--- src/rtl/chebyshev_eval_ctrl_if.sv ---
// Handshake/ROM bundle between the Chebyshev sequencer and its environment.
// master = coefficient store / requester side, slave = sequencer.
interface chebyshev_eval_ctrl_if #(
    parameter int WL = 16,
    parameter int AW = 4
);
    logic          start;
    logic [WL-1:0] x_in;
    logic [AW-1:0] coef_addr;
    logic [WL-1:0] coef_data;
    logic          busy;
    logic [WL-1:0] y_out;
    logic          y_valid;
    logic          sat_flag;

    modport master (
        output start, x_in, coef_data,
        input  coef_addr, busy, y_out, y_valid, sat_flag
    );

    modport slave (
        input  start, x_in, coef_data,
        output coef_addr, busy, y_out, y_valid, sat_flag
    );
endinterface

--- src/rtl/chebyshev_eval_ctrl.sv ---
// Chebyshev series sequencer: y = sum c_k*T_k(x) on one shared signed multiplier.
// Optional clamping of T_k and y is enabled by defining CHEBY_SAT_EN.
module chebyshev_eval_ctrl #(
    parameter int WL    = 16,
    parameter int FRAC  = 12,
    parameter int ORDER = 8,
    parameter int AW    = 4
) (
    input  logic                 clk,
    input  logic                 rst_n,
    chebyshev_eval_ctrl_if.slave bus
);
    typedef enum logic [2:0] {IDLE, PRIME, ACC, REC, FIN} state_t;

    localparam logic signed [WL-1:0] ONE = WL'(2 ** FRAC);

    state_t state_reg, state_next;

    logic signed [WL-1:0]   x_reg, t_cur_reg, t_prev_reg, y_reg;
    logic signed [WL+3:0]   acc_reg;
    logic [AW-1:0]          k_reg, addr_reg;
    logic                   sat_reg;

    logic signed [WL-1:0]   mul_a;
    logic signed [2*WL-1:0] prod, prod_sh;
    logic signed [WL+3:0]   term, acc_sum;
    logic signed [WL+1:0]   t_dbl, t_prev_ext, t_sum;
    logic signed [WL-1:0]   t_clamped, y_clamped;
    logic                   t_sat, y_sat;

    // Shared multiplier: coefficient term in ACC, recurrence product otherwise.
    assign mul_a      = (state_reg == ACC) ? bus.coef_data : x_reg;
    assign prod       = mul_a * t_cur_reg;
    assign prod_sh    = prod >>> FRAC;
    assign term       = prod_sh[WL+3:0];
    assign acc_sum    = acc_reg + term;
    assign t_dbl      = {prod_sh[WL:0], 1'b0};
    assign t_prev_ext = t_prev_reg;
    assign t_sum      = t_dbl - t_prev_ext;

`ifdef CHEBY_SAT_EN
    localparam logic signed [WL+1:0] T_MAX = (WL+2)'(2 ** FRAC);
    localparam logic signed [WL+1:0] T_MIN = -T_MAX;
    localparam logic signed [WL+3:0] Y_MAX = (WL+4)'(2 ** (WL-1) - 1);
    localparam logic signed [WL+3:0] Y_MIN = ~Y_MAX;

    always_comb begin
        t_clamped = t_sum[WL-1:0];
        t_sat     = 1'b0;
        if (t_sum > T_MAX) begin
            t_clamped = T_MAX[WL-1:0];
            t_sat     = 1'b1;
        end else if (t_sum < T_MIN) begin
            t_clamped = T_MIN[WL-1:0];
            t_sat     = 1'b1;
        end
        y_clamped = acc_sum[WL-1:0];
        y_sat     = 1'b0;
        if (acc_sum > Y_MAX) begin
            y_clamped = Y_MAX[WL-1:0];
            y_sat     = 1'b1;
        end else if (acc_sum < Y_MIN) begin
            y_clamped = Y_MIN[WL-1:0];
            y_sat     = 1'b1;
        end
    end
`else
    // Plain two's-complement wrap; sat_reg therefore never leaves 0.
    assign t_clamped = t_sum[WL-1:0];
    assign t_sat     = 1'b0;
    assign y_clamped = acc_sum[WL-1:0];
    assign y_sat     = 1'b0;
`endif

    always_comb begin
        state_next  = state_reg;
        bus.busy    = (state_reg != IDLE);
        bus.y_valid = (state_reg == FIN);
        case (state_reg)
            IDLE:    if (bus.start) state_next = PRIME;
            PRIME:   state_next = ACC;
            ACC:     state_next = (k_reg == AW'(ORDER)) ? FIN : REC;
            REC:     state_next = ACC;
            FIN:     state_next = IDLE;
            default: state_next = IDLE;
        endcase
    end

    always_ff @(posedge clk) begin
        if (!rst_n) begin
            state_reg  <= IDLE;
            x_reg      <= '0;
            t_cur_reg  <= '0;
            t_prev_reg <= '0;
            y_reg      <= '0;
            acc_reg    <= '0;
            k_reg      <= '0;
            addr_reg   <= '0;
            sat_reg    <= 1'b0;
        end else begin
            state_reg <= state_next;
            case (state_reg)
                IDLE: if (bus.start) begin
                    // T_prev seeded with x so the first REC yields T_1 = x.
                    x_reg      <= bus.x_in;
                    t_prev_reg <= bus.x_in;
                    t_cur_reg  <= ONE;
                    acc_reg    <= '0;
                    k_reg      <= '0;
                    addr_reg   <= '0;
                    sat_reg    <= 1'b0;
                end
                ACC: begin
                    acc_reg <= acc_sum;
                    if (k_reg == AW'(ORDER)) begin
                        y_reg   <= y_clamped;
                        sat_reg <= sat_reg | y_sat;
                    end else begin
                        addr_reg <= k_reg + 1'b1;
                    end
                end
                REC: begin
                    t_prev_reg <= t_cur_reg;
                    t_cur_reg  <= t_clamped;
                    k_reg      <= k_reg + 1'b1;
                    sat_reg    <= sat_reg | t_sat;
                end
                default: ;
            endcase
        end
    end

    assign bus.coef_addr = addr_reg;
    assign bus.y_out     = y_reg;
    assign bus.sat_flag  = sat_reg;
endmodule

--- src/flat_wrapper.sv ---
// flat-port wrapper written by rule: the top's interface ports become plain ports
module chebyshev_eval_ctrl_flat 
#(
    parameter int WL    = 16,
    parameter int FRAC  = 12,
    parameter int ORDER = 8,
    parameter int AW    = 4
)
  (clk, rst_n, bus_start, bus_x_in, bus_coef_data, bus_coef_addr, bus_busy, bus_y_out, bus_y_valid, bus_sat_flag);
  chebyshev_eval_ctrl_if #(.WL(WL), .AW(AW)) bus_i ();
  input  logic clk;
  input  logic rst_n;
  input wire logic [$bits(bus_i.start)-1:0] bus_start;
  input wire logic [$bits(bus_i.x_in)-1:0] bus_x_in;
  input wire logic [$bits(bus_i.coef_data)-1:0] bus_coef_data;
  output wire logic [$bits(bus_i.coef_addr)-1:0] bus_coef_addr;
  output wire logic [$bits(bus_i.busy)-1:0] bus_busy;
  output wire logic [$bits(bus_i.y_out)-1:0] bus_y_out;
  output wire logic [$bits(bus_i.y_valid)-1:0] bus_y_valid;
  output wire logic [$bits(bus_i.sat_flag)-1:0] bus_sat_flag;
  assign bus_i.start = bus_start;
  assign bus_i.x_in = bus_x_in;
  assign bus_i.coef_data = bus_coef_data;
  assign bus_coef_addr = bus_i.coef_addr;
  assign bus_busy = bus_i.busy;
  assign bus_y_out = bus_i.y_out;
  assign bus_y_valid = bus_i.y_valid;
  assign bus_sat_flag = bus_i.sat_flag;
  chebyshev_eval_ctrl #(.WL(WL), .FRAC(FRAC), .ORDER(ORDER), .AW(AW)) u_core (.clk(clk), .rst_n(rst_n), .bus(bus_i));
endmodule
--- config.mk ---
export PLATFORM = sky130hd
export DESIGN_NAME = chebyshev_eval_ctrl_flat
export DESIGN_NICKNAME = d
export VERILOG_FILES = /design/src/rtl/chebyshev_eval_ctrl_if.sv /design/src/rtl/chebyshev_eval_ctrl.sv /design/src/flat_wrapper.sv
export SDC_FILE = /design/constraint.sdc
export NUM_CORES = 1
export LEC_CHECK = 0
export CAP_MARGIN = 25
export CORE_UTILIZATION = 45
export DETAILED_ROUTE_END_ITERATION = 7
export HOLD_SLACK_MARGIN = 0.03
export SETUP_SLACK_MARGIN = 0.4
export SLEW_MARGIN = 40
export SYNTH_ARGS = -nofsm -noshare
export SYNTH_HDL_FRONTEND = slang
export SYNTH_SLANG_ARGS = --single-unit
--- constraint.sdc ---
create_clock -name clk -period 28 [get_ports clk]
set_clock_uncertainty 0.1 [all_clocks]
set_input_delay 5.6 -clock clk [delete_from_list [all_inputs] [get_ports clk]]
set_output_delay 5.6 -clock clk [all_outputs]
set_load 0.05 [all_outputs]
==> results of run 1 <==
[power groups by stage]
stage	combinational, uW	clock, uW	sequential, uW
floorplan	76.8	0	139
global placement	105	0	142
detailed placement	106	0	142
CTS	107	124	139
global route	118	129	139
finish	107	122	139
[layout make-up]
| type | count | area share |
|---|---|---|
| multi-input cells | 1118 | 0.701 |
| well taps | 384 | 0.0330 |
| flip-flops and latches | 91 | 0.126 |
| repair buffers | 64 | 0.0426 |
| clock buffers | 9 | 0.0155 |
| inverters | 301 | 0.0776 |
| clock inverters | 7 | 0.00456 |
[per-stage QoR]
stage                     utilization  hold WS [ns]  area [um2]
after global placement          0.491         0.342       14200
after detailed placement        0.491         0.347       14300
after global routing            0.502         0.379       14600
after floorplan                     -         0.334       13400
after CTS                       0.501         0.363       14500
final                           0.502         0.357       14600
[synthesized netlist by cell type (2+ instances only)]
cell type | count | share of area
nand3_1 | 36 | 0.013
o21ai_0 | 20 | 0.0075
nand2b_1 | 4 | 0.0019
xor2_1 | 19 | 0.012
nor2_1 | 46 | 0.013
and3_1 | 4 | 0.0019
o21bai_1 | 4 | 0.0022
o21a_1 | 6 | 0.0034
mux2_2 | 2 | 0.0017
a31oi_1 | 22 | 0.010
nand4_1 | 3 | 0.0014
buf_1 | 8 | 0.0022
a21boi_0 | 2 | 0.0011
fa_1 | 230 | 0.34
o41ai_1 | 3 | 0.0020
nor3_1 | 14 | 0.0052
a21oi_1 | 82 | 0.031
nor2b_1 | 3 | 0.0014
dfxtp_1 | 91 | 0.14
mux2_4 | 3 | 0.0034
a21oi_2 | 2 | 0.0013
ha_1 | 106 | 0.099
inv_1 | 301 | 0.084
or3_1 | 4 | 0.0019
nand2_1 | 281 | 0.079
xnor2_1 | 37 | 0.024
a211oi_1 | 3 | 0.0017
mux2i_1 | 2 | 0.0015
and2_1 | 119 | 0.055
a21o_1 | 20 | 0.011
a22oi_1 | 3 | 0.0017
or2_2 | 7 | 0.0033
o211ai_1 | 4 | 0.0022
clkbuf_1 | 62 | 0.017
a2111oi_0 | 2 | 0.0013
[worst min-delay path, delay by kind of cell (launching register included)]
family	cells	cell delay [ns]
flops	1	0.31
compound gates	1	0.05
simple gates	1	0.05
[metal layers]
metal,GRT usage,wire [um]
met5,0,0
met4,0.0616,686
met3,0.0248,1690
met2,0.396,16200
met1,0.341,15500
[worst paths after layout]
kind,startpoint,end,cells after the start
hold / removal,u_core.x_reg[12],u_core.x_reg[12],2
setup reg to reg,u_core.state_reg[1],u_core.bus.y_out[14],36
setup / recovery,bus_coef_data[7],u_core.bus.y_out[14],35
hold reg to reg,u_core.x_reg[12],u_core.x_reg[12],2
[cells by family (layout without fill, tap and decap cells)]
| kind of cell | Yosys count | in the layout | share of synthesized area |
|---|---|---|---|
| compound gates | 191 | 191 | 0.0914 |
| xor+xnor | 57 | 57 | 0.0383 |
| fa+ha+maj | 336 | 336 | 0.441 |
| buf+inv | 374 | 381 | 0.105 |
| flops | 91 | 91 | 0.136 |
| mux | 7 | 7 | 0.00652 |
| other cells | 1 | 1 | 0.000279 |
| simple gates | 526 | 526 | 0.181 |
==> flow_summary.ini, run 1 <==
[outcome]
status = finished, final reports clean

[die]
rows = 62
die-area_um2 = 30500
core_area_um2 = 29000
die_w_um = 175
initial_core_util = 0.463
ios = 58
fp.dieH_um = 175

[finish]
drive_gt1_frac = 0.0384
syn2layout_area_growth_pct = 8.35
num-nets-final = 1956
num_antenna_cells = 0
instances_no_fill = 1974
regArea_um2 = 1840
mostFrequentLayoutCell = inv_1
nFillCells = 2813
most-common-layout-cells = inv_1, nand2_1, fa_1
multi_input_area_um2 = 10200

[worst_setup_path]
critPathBufInv = 7
crit_fanout = 16
required_ns = 28.19
rrSetupSlack_ns = 18.59
crit_path_top_delay_cell = fa_1
cp-start-kind = input pin
slowest_delay_ns = 0.53
crit_family = adder cells
crit_path_end_kind = flip-flop
worstSetupPathType = input pin to flip-flop
critPathArrivalTime_ns = 14.19

[timing]
min_period_over_period = 0.500
setup_viol = 0
period_needed_ns = 14.00
fmax_mhz = 71.4
relSlewSlack = 0.445
setup_tns_ns = 0
drv_slew = 0
setup_slack_ns = 14.00
hold_viol_final = 0
tightest_slew_ns = 0.832
grt_setup_unrepaired = no

[pwr]
power-per-cell-area_nw_per_um2 = 25.2
total_power_uw = 367
clockPowerShare = 0.331
peakVddDrop_uv = 26.8
p_sw_frac = 0.340
power_frac_seq = 0.378
combPwrFrac = 0.291
leakage_uw = 0.00692
internal_power_uw = 243
net-switching-power_uw = 125

[global_route]
grt_util_all_layers = 0.241
grt_pass1_wl_mm = 57.8
antenna_found_initial = 0
overflow = 0
grt_max_degree = 48
grt_pass1_vias = 10900

[synth]
synth_edf_count = 0
synthArstFlopShare = 0
avgSynthCellArea_um2 = 8.49
ys_seq_area_frac = 0.136
yosysWarnings = 0
synthFlopType = dfxtp_1
netlist_area_um2 = 13400
synthCells = 1583
synth_seq_cells = 91
ys_types = 63
synth_nets = 1954

[drt]
postRouteWirelength_mm = 34.1
wl_per_cell_um = 17.3
drt-initial-drc-count = 544
drc = 0
vias_per_cell = 5.17
dr.pass1.iters = 7
ant_nets = 0
vias = 10200

[clock_tree]
postCtsResizedCells = 0
cts_root_buf = clkbuf_16
clk_latency_ns = 0.35
holdBufCountCts = 0
clk_pin_slew_ns = 0.06
cts_tree = yes
cts_buffer_depth = 2
htreeDepth = 3
cts_buffers = 9
post-cts-setup-buffer-count = 0
cts_sinks = 91

[placed_design]
dp.cells = 1958
gp_congestion = 0.839
hpwlAfterDp_mm = 26.4
place_worst_setup_slack_ns = 13.61
portBuffers = 56

[job]
cap_violations = 0

[min_path]
hold_class = flip-flop to flip-flop
No activity file was read; power rests on OpenSTA's default activity.
==> run 2: changes to the inputs <==
Clock period 28 ns to 12.4 ns, I/O delays scaled along.
==> flow_summary.ini, run 2 (same netlist as run 1, synthesis figures left out) <==
[outcome]
status = finished, final reports clean

[placed_design]
hpwlAfterDp_mm = 25.9
gp_congestion = 0.835
portBuffers = 56

[clock_tree]
postCtsResizedCells = 0
clk_latency_ns = 0.35
cts_tree = yes
cts_sinks = 91
clk_pin_slew_ns = 0.07
cts_buffers = 9
cts_buffer_depth = 2
htreeDepth = 3
cts_root_buf = clkbuf_16
post-cts-setup-buffer-count = 0
holdBufCountCts = 0

[timing]
tightest_slew_ns = 0.889
grt_setup_unrepaired = no
fmax_mhz = 92.0
hold_viol_final = 0
min_period_over_period = 0.876
drv_slew = 0
setup_viol = 0
relSlewSlack = 0.407
period_needed_ns = 10.86
setup_tns_ns = 0

[pwr]
power-per-cell-area_nw_per_um2 = 57.7
p_sw_frac = 0.339
leakage_uw = 0.00692
net-switching-power_uw = 285
internal_power_uw = 556
power_frac_seq = 0.373
clockPowerShare = 0.342
combPwrFrac = 0.286
peakVddDrop_uv = 66.7

[die]
core_area_um2 = 29000
die_w_um = 175
ios = 58
initial_core_util = 0.463
die-area_um2 = 30500
rows = 62
fp.dieH_um = 175

[worst_setup_path]
critPathArrivalTime_ns = 11.05
crit_path_top_delay_cell = fa_1
critPathLaunch = bus_coef_data[6]
r2r-end = u_core.bus.y_out[14]
cp-start-kind = input pin
rr_startpoint = u_core.state_reg[1]
crit_fanout = 16
crit_path_end_kind = flip-flop
worstSetupPathType = input pin to flip-flop
r2r_cells = 32
required_ns = 12.59
rrSetupSlack_ns = 2.82
slowest_delay_ns = 0.53
cp-endpoint = u_core.bus.y_out[14]

[min_path]
hold_class = flip-flop to flip-flop

[drt]
vias_per_cell = 5.13
ant_nets = 0
drc = 0
wl_per_cell_um = 16.9
vias = 10100
postRouteWirelength_mm = 33.4
drt-initial-drc-count = 564
dr.pass1.iters = 5

[finish]
mostFrequentLayoutCell = inv_1
num_antenna_cells = 0
drive_gt1_frac = 0.0352
num-nets-final = 1957
syn2layout_area_growth_pct = 8.49
nFillCells = 2815
utilization = 0.502
most-common-layout-cells = inv_1, nand2_1, fa_1

[global_route]
grt_max_degree = 54
grt_pass1_vias = 10600
grt_pass1_wl_mm = 56.3
overflow = 0
grt_util_all_layers = 0.234
antenna_found_initial = 0

[job]
cap_violations = 0
[run 2: worst min-delay path by stage]
stage	start	endpoint	slack [ns]	cells past startpoint
global placement	u_core.x_reg[12]	u_core.x_reg[12]	0.34	2
floorplan	u_core.x_reg[12]	u_core.x_reg[12]	0.33	2
global route	u_core.x_reg[14]	u_core.x_reg[14]	0.37	2
CTS	u_core.x_reg[9]	u_core.x_reg[9]	0.36	2
finish	u_core.x_reg[15]	u_core.x_reg[15]	0.36	2
detailed placement	u_core.x_reg[15]	u_core.x_reg[15]	0.35	2
[run 2: critical path: cells and delay by family]
family | cells | cell delay, ns
xor+xnor | 1 | 0.31
simple gates | 5 | 0.90
compound gates | 14 | 3.19
fa+ha+maj | 8 | 3.33
buf+inv | 7 | 0.80
[run 2: routing by layer]
metal / vias up / part of all wire / GRT usage
li1: 4855 / - / -
met3: 34 / 0.053 / 0.0268
met2: 245 / 0.47 / 0.388
met1: 4994 / 0.46 / 0.330
met4: 0 / 0.017 / 0.0475
met5: - / 0 / 0
[run 2: area by class of cell]
type,instances,area [um2],area share
Inverter,301,1130,0.0775
Clock buffer,10,239,0.0164
Clock inverter,6,71.3,0.00489
Multi-Input combinational cell,1118,10200,0.700
Sequential cell,91,1830,0.125
Timing Repair Buffer,65,628,0.0431
Tap cell,384,480,0.0330
[run 2: through the flow]
stage               instance area [um2]  power [uW]  hold slack (ns)  std cells  worst slack, ns
global route                      14600         890            0.371       1975            0.849
global placement                  14300         556            0.344       1959             1.42
CTS                               14600         848            0.356       1975             1.52
floorplan                         13400         486            0.334       1583             2.74
finish                            14600         842            0.356       1975             1.54
detailed placement                14300         559            0.347       1959             1.21
[run 2: power by group through the flow]
stage / Combinational, uW / Sequential, uW / Clock (uW)
finish: 240 / 314 / 288
global route: 268 / 315 / 307
CTS: 240 / 313 / 295
detailed placement: 239 / 320 / 0
global placement: 236 / 320 / 0
floorplan: 173 / 313 / 0
